$ cat config.mk
export PLATFORM = sky130hd
export DESIGN_NAME = zigzag_quantizer
export DESIGN_NICKNAME = d
export VERILOG_FILES = /design/src/rtl/zigzag_quantizer_pkg.sv /design/src/rtl/quant_mul.sv /design/src/rtl/zigzag_quantizer.sv
export SDC_FILE = /design/constraint.sdc
export NUM_CORES = 2
export LEC_CHECK = 0
export CAP_MARGIN = 20
export CORE_ASPECT_RATIO = 0.6
export CORE_MARGIN = 1.5
export CORE_UTILIZATION = 50
export DETAILED_ROUTE_END_ITERATION = 12
export PLACE_DENSITY_LB_ADDON = 0.25
export SLEW_MARGIN = 10
export SYNTH_ARGS = -nofsm -noshare
export SYNTH_HDL_FRONTEND = slang
export SYNTH_SLANG_ARGS = --single-unit
$ cat constraint.sdc
create_clock -name clk -period 13.8 [get_ports clk]
set_input_delay 2.76 -clock clk [delete_from_list [all_inputs] [get_ports clk]]
set_output_delay 2.76 -clock clk [all_outputs]
set_load 0.01 [all_outputs]
$ cat src/rtl/zigzag_quantizer_pkg.sv
// Shared tables and encodings for the zigzag quantizer: scan order, JPEG luminance
// quantizer table, and its 17-bit reciprocals stored in zigzag order.
package zigzag_quantizer_pkg;

  typedef enum logic {
    FILL  = 1'b0,
    DRAIN = 1'b1
  } state_e;

  localparam int RW = 17;

  // Zigzag index k -> buffer address {u, v} (row-major, u = row, v = column)
  localparam logic [5:0] ZZ_ADDR [64] = '{
     0,  1,  8, 16,  9,  2,  3, 10,
    17, 24, 32, 25, 18, 11,  4,  5,
    12, 19, 26, 33, 40, 48, 41, 34,
    27, 20, 13,  6,  7, 14, 21, 28,
    35, 42, 49, 56, 57, 50, 43, 36,
    29, 22, 15, 23, 30, 37, 44, 51,
    58, 59, 52, 45, 38, 31, 39, 46,
    53, 60, 61, 54, 47, 55, 62, 63
  };

  // Luminance quantizer table, row-major
  localparam logic [7:0] Q_LUMA [64] = '{
    16,  11,  10,  16,  24,  40,  51,  61,
    12,  12,  14,  19,  26,  58,  60,  55,
    14,  13,  16,  24,  40,  57,  69,  56,
    14,  17,  22,  29,  51,  87,  80,  62,
    18,  22,  37,  56,  68, 109, 103,  77,
    24,  35,  55,  64,  81, 104, 113,  92,
    49,  64,  78,  87, 103, 121, 120, 101,
    72,  92,  95,  98, 112, 100, 103,  99
  };

  // round(65536 / Q_LUMA[ZZ_ADDR[k]]), indexed by zigzag position k
  localparam logic [RW-1:0] R_TAB [64] = '{
    4096, 5958, 5461, 4681, 5461, 6554, 4096, 4681,
    5041, 4681, 3641, 3855, 4096, 3449, 2731, 1638,
    2521, 2731, 2979, 2979, 2731, 1337, 1872, 1771,
    2260, 1638, 1130, 1285, 1074, 1092, 1150, 1285,
    1170, 1192, 1024,  910,  712,  840, 1024,  964,
     753,  950, 1192, 1170,  819,  601,  809,  753,
     690,  669,  636,  630,  636, 1057,  851,  580,
     542,  585,  655,  546,  712,  649,  636,  662
  };

endpackage

$ cat src/rtl/quant_mul.sv
// Combinational quantizer: coefficient times reciprocal, round-half-up,
// arithmetic shift, then saturate to the output width.
module quant_mul
  import zigzag_quantizer_pkg::*;
#(
  parameter int CW    = 19,
  parameter int QW    = 12,
  parameter int SHIFT = 0
) (
  input  logic signed [CW-1:0] coef,
  input  logic        [RW-1:0] recip,
  output logic signed [QW-1:0] q
);

  localparam int PW = CW + RW;
  localparam logic signed [PW-1:0] HALF = PW'(1) << (15 + SHIFT);
  localparam logic signed [PW-1:0] QMAX = PW'((1 << (QW - 1)) - 1);
  localparam logic signed [PW-1:0] QMIN = -QMAX - PW'(1);

  function automatic logic signed [PW-1:0] rnd_shift(input logic signed [PW-1:0] p);
    rnd_shift = (p + HALF) >>> (16 + SHIFT);
  endfunction

  function automatic logic signed [QW-1:0] sat(input logic signed [PW-1:0] v);
    logic signed [QW-1:0] r;
    if (v > QMAX)      r = QMAX[QW-1:0];
    else if (v < QMIN) r = QMIN[QW-1:0];
    else               r = v[QW-1:0];
    sat = r;
  endfunction

  logic signed [PW-1:0] coef_x;
  logic signed [PW-1:0] rcp_x;
  logic signed [PW-1:0] prod;

  assign coef_x = PW'(coef);
  assign rcp_x  = PW'(recip);
  assign prod   = coef_x * rcp_x;
  assign q      = sat(rnd_shift(prod));

endmodule

$ cat src/rtl/zigzag_quantizer.sv
// Buffers an 8x8 coefficient block column by column, then streams it out in
// zigzag order through a quantizer with valid/ready backpressure.
module zigzag_quantizer
  import zigzag_quantizer_pkg::*;
#(
  parameter int N     = 8,
  parameter int CW    = 4 * N - 13,
  parameter int QW    = 12,
  parameter int SHIFT = 0
) (
  input  logic                 clk,
  input  logic                 reset,
  input  logic                 in_valid,
  output logic                 in_ready,
  input  logic signed [CW-1:0] in_c0,
  input  logic signed [CW-1:0] in_c1,
  input  logic signed [CW-1:0] in_c2,
  input  logic signed [CW-1:0] in_c3,
  input  logic signed [CW-1:0] in_c4,
  input  logic signed [CW-1:0] in_c5,
  input  logic signed [CW-1:0] in_c6,
  input  logic signed [CW-1:0] in_c7,
  output logic                 out_valid,
  input  logic                 out_ready,
  output logic signed [QW-1:0] out_q,
  output logic [5:0]           out_idx,
  output logic                 out_last
);

  state_e state, state_nxt;
  logic [2:0] col;
  logic [5:0] k;
  logic       iss_done;
  logic       rdy;
  logic       accept, out_en, out_hs, issue;

  logic signed [CW-1:0] buf_mem [64];
  logic signed [CW-1:0] cols [8];

  logic signed [CW-1:0] coef_p0;
  logic [5:0]           idx_p0;
  logic                 vld_p0;
  logic signed [QW-1:0] q_p1;

  assign cols     = '{in_c0, in_c1, in_c2, in_c3, in_c4, in_c5, in_c6, in_c7};
  assign in_ready = rdy;
  assign accept   = in_valid && rdy;
  assign out_en   = !out_valid || out_ready;
  assign out_hs   = out_valid && out_ready;
  // k is the read address; it runs one entry ahead of out_idx because of stage p0
  assign issue    = (state == DRAIN) && !iss_done && (!vld_p0 || out_en);

  always_comb begin
    state_nxt = state;
    case (state)
      FILL:    if (accept && col == 3'd7) state_nxt = DRAIN;
      DRAIN:   if (out_hs && out_last)    state_nxt = FILL;
      default: state_nxt = FILL;
    endcase
  end

  // in_ready is registered so it stays low throughout reset and rises one clock after release
  always_ff @(posedge clk or negedge reset) begin
    if (!reset) begin
      state    <= FILL;
      rdy      <= 1'b0;
      col      <= '0;
      k        <= '0;
      iss_done <= 1'b0;
    end else begin
      state <= state_nxt;
      rdy   <= (state_nxt == FILL);
      if (accept) col <= col + 3'd1;
      if (issue) begin
        k <= k + 6'd1;
        if (k == 6'd63) iss_done <= 1'b1;
      end
      if (state == DRAIN && state_nxt == FILL) begin
        k        <= '0;
        iss_done <= 1'b0;
        col      <= '0;
      end
    end
  end

  always_ff @(posedge clk) begin
    if (accept) begin
      for (int u = 0; u < 8; u++) buf_mem[{3'(u), col}] <= cols[u];
    end
  end

  // Stage p0: zigzag read of the buffer
  always_ff @(posedge clk or negedge reset) begin
    if (!reset)      vld_p0 <= 1'b0;
    else if (issue)  vld_p0 <= 1'b1;
    else if (out_en) vld_p0 <= 1'b0;
  end

  always_ff @(posedge clk) begin
    if (issue) begin
      coef_p0 <= buf_mem[ZZ_ADDR[k]];
      idx_p0  <= k;
    end
  end

  quant_mul #(
    .CW   (CW),
    .QW   (QW),
    .SHIFT(SHIFT)
  ) u_quant_mul (
    .coef (coef_p0),
    .recip(R_TAB[idx_p0]),
    .q    (q_p1)
  );

  // Stage p1: output register, held while stalled
  always_ff @(posedge clk or negedge reset) begin
    if (!reset) begin
      out_valid <= 1'b0;
      out_q     <= '0;
      out_idx   <= '0;
      out_last  <= 1'b0;
    end else if (out_en) begin
      out_valid <= vld_p0;
      out_last  <= vld_p0 && (idx_p0 == 6'd63);
      if (vld_p0) begin
        out_q   <= q_p1;
        out_idx <= idx_p0;
      end
    end
  end

endmodule

======== Word level (Yosys, flattened, before mapping) ========
Memories as Yosys holds them, arrays and structs flattened. A register that Yosys moved wholly into a read port is not among the register bits.
Index checks and enable logic that the tools add are counted.
storage, ports and cells
  input port bits ......................... 156
  output and inout port bits .............. 21
  ROM bits ................................ 1472
  memories ................................ 3
  register bits ........................... 39
  RAM bits ................................ 1216
cells by class
  reductions and logical operators ........ 19
  $lt $le $gt $ge ......................... 4
  equality and inequality tests ........... 3
  muxes and demuxes ....................... 20
  bitwise gates (word level) .............. 4
  multiply operators ...................... 1
  add/sub/neg operators ................... 3
memory list
  memory           words  bits a word  read ports  clocked after Yosys merged registers in  write ports  line                     text
  buf_mem          64     19           1           1                                        8            zigzag_quantizer.sv:37   logic signed [CW-1:0] buf_mem [64];
  (no name shown)  64     17           1           0                                        0            zigzag_quantizer.sv:112  .recip(R_TAB[idx_p0]),
  (no name shown)  64     6            1           0                                        0            zigzag_quantizer.sv:101  coef_p0 <= buf_mem[ZZ_ADDR[k]];
operator list
  kind                                                                               number
  36-bit by 17-bit adder with 36-bit output, second input constant                   1
  19-bit by 18-bit multiplier with 36-bit output                                     1
  17-bit 2-to-1 mux                                                                  2
  12-bit 2-to-1 mux                                                                  2
  6-bit 2-to-1 mux                                                                   4
  20-bit by 12-bit greater-than comparator with 1-bit output, second input constant  1
  20-bit by 12-bit less-than comparator with 1-bit output, second input constant     1
  7-bit >= comparator, second input constant                                         2
  6-bit inverter with 7-bit output                                                   2
  6-bit equality test, second input constant                                         2
  1-bit 2-to-1 mux                                                                   9
  1-bit logical AND                                                                  8
  2-bit nonzero test                                                                 4
  6-bit by 1-bit adder with 6-bit output, second input constant                      1
  3-bit 2-to-1 mux                                                                   2
  2-bit AND reduction                                                                2
  3-bit by 1-bit adder with 3-bit output, second input constant                      1
  3-bit equality test, second input constant                                         1
  1-bit zero test                                                                    3
  1-bit logical OR                                                                   2
  1-bit inverter                                                                     2
  1-bit case mux with 2 select lines                                                 1

======== Longest topological paths before layout ========
  depth in word-level cells ............... 9
  gate-level depth with buffers ........... 37

======== Hierarchy ========
Synthesis repeated with hierarchy kept, for this count alone.
second synthesis, totals
  cell total of the unflattened synthesis .. 4220
  area total of the unflattened synthesis .. 62541.2 um^2
modules (own cells, without submodules)
  module            sequential area each (um^2)  cells an instance  instances  area an instance (um^2)
  zigzag_quantizer  38091.5                      2859               1          50224.4
  quant_mul         0.0                          1361               1          12316.8

======== Worst setup path after synthesis ========
No wires, ideal clock.
  path kind ............................... input to register
  from .................................... input in_valid
  to ...................................... memory buf_mem[0][0], enable pin
  required time ........................... 12.950 ns
  arrival ................................. 13.417 ns
  cell stages on the path ................. 3
  library setup time ...................... 0.850 ns
  setup slack ............................. -0.466 ns
  cell sequence ........................... nand2_1 > or2_2 > nor3_1
RTL lines
  element      line                    text
  from (decl)  zigzag_quantizer.sv:13  input logic in_valid,
  to (decl)    zigzag_quantizer.sv:37

======== Worst setup path after layout ========
  from .................................... register idx_p0[0]
  to ...................................... register out_q[5]
on the way
  cells in the longest elaborated chain, start to end .. 9
ends and longest elaborated chain
  element                                                     line                     text
  from (decl)                                                 zigzag_quantizer.sv:41   logic [5:0] idx_p0;
  from (signal assigned)                                      zigzag_quantizer.sv:102  idx_p0 <= k;
  6-bit inverter with 7-bit output (implied by the code) (*)  zigzag_quantizer.sv:112
  memory 64 x 17 bit (*)                                      n/a
  17-bit 2-to-1 mux (implied by the code) (*) (2 in series)   zigzag_quantizer.sv:112
  19-bit by 18-bit multiplier with 36-bit output (*)          quant_mul.sv:38          assign prod = coef_x * rcp_x;
  36-bit by 17-bit adder with 36-bit output (*)               quant_mul.sv:21          rnd_shift = (p + HALF) >>> (16 + SHIFT);
  20-bit by 12-bit less-than comparator with 1-bit output     quant_mul.sv:27          else if (v < QMIN) r = QMIN[QW-1:0];
  12-bit 2-to-1 mux                                           quant_mul.sv:27
  12-bit 2-to-1 mux (*)                                       quant_mul.sv:26          if (v > QMAX) r = QMAX[QW-1:0];
  to (signal assigned)                                        zigzag_quantizer.sv:127  out_q <= q_p1;
  to (decl)                                                   zigzag_quantizer.sv:25   output logic signed [QW-1:0] out_q,
Mark *: on every way between the ends. The rest lies on a longest branch, timed or not. The select of a mux whose other input is x is not followed.
A chain may end at the register's enable or synchronous reset.

==> run summary <==
Crit path top cell by count -> fa_1
Arr. time, crit path -> 10.57 ns
Initial antenna violation count -> 24
Reg-to-Reg Start -> idx_p0[0]
Area grow syn2layout -> 11.4%
RSZ-0062 raised after global routing -> no
CTS resizes -> 0
Final worst setup slack -> 3.77 ns
Vias per cell -> 5.92
CTS tree -> yes
Drt pass-1 iters -> 6
Sequential fraction of the synthesis area -> 61.7%
Worst-margin pin slew -> 1.23 ns
Crit path max fanout -> 20
Buf/Inv on CP -> 4
CP delay by family, top -> adder cells
Die Span X -> 457 um
Total GRT Usage -> 25.4%
Residual DRC -> 0
DR WL/cell -> 24.3 um
Hold Crit Class -> register to register
FF+latch count, synth -> 1274
Ys flop type -> edfxtp_1
Largest net degree at the start of global routing -> 190
Fillers -> 9782
# IOs -> 177
Htree depth -> 3
Root Driver -> clkbuf_16
WS Path Type -> register to register
Nets -> 5384
HPWL after DPL -> 96800 um
Relative slew slack -> 17.1%
Core area -> 122000 um^2
Crit path largest cell delay -> 0.77 ns
Fmax -> 0.0997 GHz
Post-layout util -> 56.4%
Startpoint types -> register
Hold Buf Count CTS -> 0
Clk_lat worst skew -> 0.72 ns
Fraction of layout cells with a size suffix above 1 -> 6.08%
Cell Area, Synth -> 61700 um^2
Vias in the first global route -> 36.9k
Die area -> 126000 um^2
Final setup violation count -> 0
Status -> finished clean
R2R Setup Slk -> 3.77 ns
Largest cells by area after synthesis -> edfxtp_1 (60%), fa_1 (7.5%), nand2_1 (4.7%), a311oi_1 (4.4%), a211oi_1 (3.8%)
Register clock-pin slew on the reported worst setup and hold paths -> 0.07 ns
Synth warn -> 0
Port Buffers -> 176
Most frequent cells in the layout -> edfxtp_1 (1241), nand2_1 (770), inv_1 (337)
Setup bufs post-CTS -> 0
Critical-path top delay cell -> fa_1
Period utilization -> 72.6%
Starting DRC count in detailed routing -> 4374
Required @ worst endpoint -> 14.35 ns
Global-route wire length before repair -> 240000 um
Row cnt -> 99
Number of synthesized flops with an enable pin -> 1241
Hold Crit Start -> iss_done
Setup TNS -> 0 ns
Initial Utilization -> 50.6%
Total CTS buffers -> 112
Die H -> 275 um
Synth area leader -> edfxtp_1
Async set-or-reset flop fraction in the synthesized netlist -> 2.59%
Pre-CTS setup slack -> 3.98 ns
Gr ovfl total -> 0
Max cap viols -> 0
Post-route ant nets -> 0
Post-synth cell types -> 71
Routability cong. -> 0.922
Syn nets -> 5339
Post-route clock skew -> 0.0210 ns
Setup crit end kind -> register
Via Count -> 38.9k
Syn Inst Count -> 4807
CP startpoint -> idx_p0[0]
Commonest non-fill, non-tap cell in the layout -> edfxtp_1
Synthesized area per cell -> 12.8 um^2
Post-Route WL -> 159000 um
Post-layout min period -> 10.03 ns
Hold Violations, Final -> 0
Area share of the largest cell type after synthesis -> 60.4%
Clock sink total -> 1274
CTS Buffer Depth -> 3
Pins over their slew limit -> 0
worst paths after layout:
check	cells past startpoint	endpoint
min reg2reg	2	iss_done
max in group asynchronous	1	out_q[0]
max reg2reg	26	out_q[5]
min	2	iss_done
max	26	out_q[5]
min in group asynchronous	1	out_idx[0]
per-stage QoR:
step                hold slack, ns  area [um^2]  instances
floorplan                    0.420        61700       4807
global placement             0.471        65100       6347
detailed placement           0.474        65100       6348
CTS                          0.489        68700       6557
global route                 0.531        68700       6567
finish                       0.485        68800       6570
cell type report:
cell class | instances | area, um^2 | share of cell area, %
inverter | 338 | 1270 | 1.85
tap | 1616 | 2020 | 2.94
clock buffer | 137 | 2920 | 4.24
timing repair buffer | 252 | 2470 | 3.60
sequential | 1274 | 38100 | 55.4
clock inverter | 72 | 656 | 0.954
antenna | 7 | 17.5 | 0.0255
multi-input combinational | 2874 | 21300 | 31.0
per-layer routing:
metal	share of wire [%]	up-vias	GRT usage, %
li1	-	17600	-
met1	46	19400	39.4
met2	42	1677	36.2
met3	10	183	6.41
met4	1.7	16	4.99
met5	0.073	-	0
synthesized netlist by cell type (4+ instances only):
| cell | instances |
|---|---|
| a2111oi_0 | 4 |
| o21a_1 | 4 |
| nor2_1 | 82 |
| inv_1 | 337 |
| or3_1 | 4 |
| and2_1 | 119 |
| o21ai_0 | 214 |
| nand3_1 | 17 |
| mux2_2 | 11 |
| a31oi_1 | 8 |
| a211oi_1 | 314 |
| mux4_2 | 5 |
| buf_1 | 14 |
| nand4_1 | 46 |
| nor2b_1 | 337 |
| and3_1 | 4 |
| ha_1 | 144 |
| a221oi_1 | 5 |
| a21oi_1 | 67 |
| o31ai_1 | 5 |
| a21o_1 | 13 |
| and4_1 | 4 |
| nand2b_1 | 24 |
| or2_2 | 21 |
| buf_2 | 32 |
| a311oi_1 | 310 |
| xnor2_1 | 13 |
| o22ai_1 | 15 |
| mux2i_1 | 9 |
| dfrtp_1 | 33 |
| clkbuf_1 | 273 |
| nor3_1 | 17 |
| edfxtp_1 | 1241 |
| fa_1 | 232 |
| nand2_1 | 770 |
state kept, by name, summed over array words and instances (netlist names):
name and cells:
in_ready 1, col 3, out_idx 6, out_valid 1, out_last 1, out_q 12
buf_mem 1216, idx_p0 6, state 1, coef_p0 19, k 6, iss_done 1
vld_p0 1
cells by family (layout without fill, tap and decap cells):
kind of cell	count (synthesis)	in the layout	synth area share (%)
and+or+nand+nor	1462	1462	11.4
DFF	1274	1274	61.7
AOI/OAI and AO/OA	995	995	11.7
buffers and inverters	659	799	4.08
adders and majority gates	376	376	10.4
muxes	25	25	0.529
xor gates and xnor gates	16	16	0.227
other	0	7	0
worst min-delay path: stages (launching register included):
cell	delay, ns
dfrtp_1	0.33
a31oi_1	0.04
nor2_1	0.07
Power is left out: the tool's default activity adds up to more than one toggle a clock period on the data nets, which glitch-free logic cannot reach.
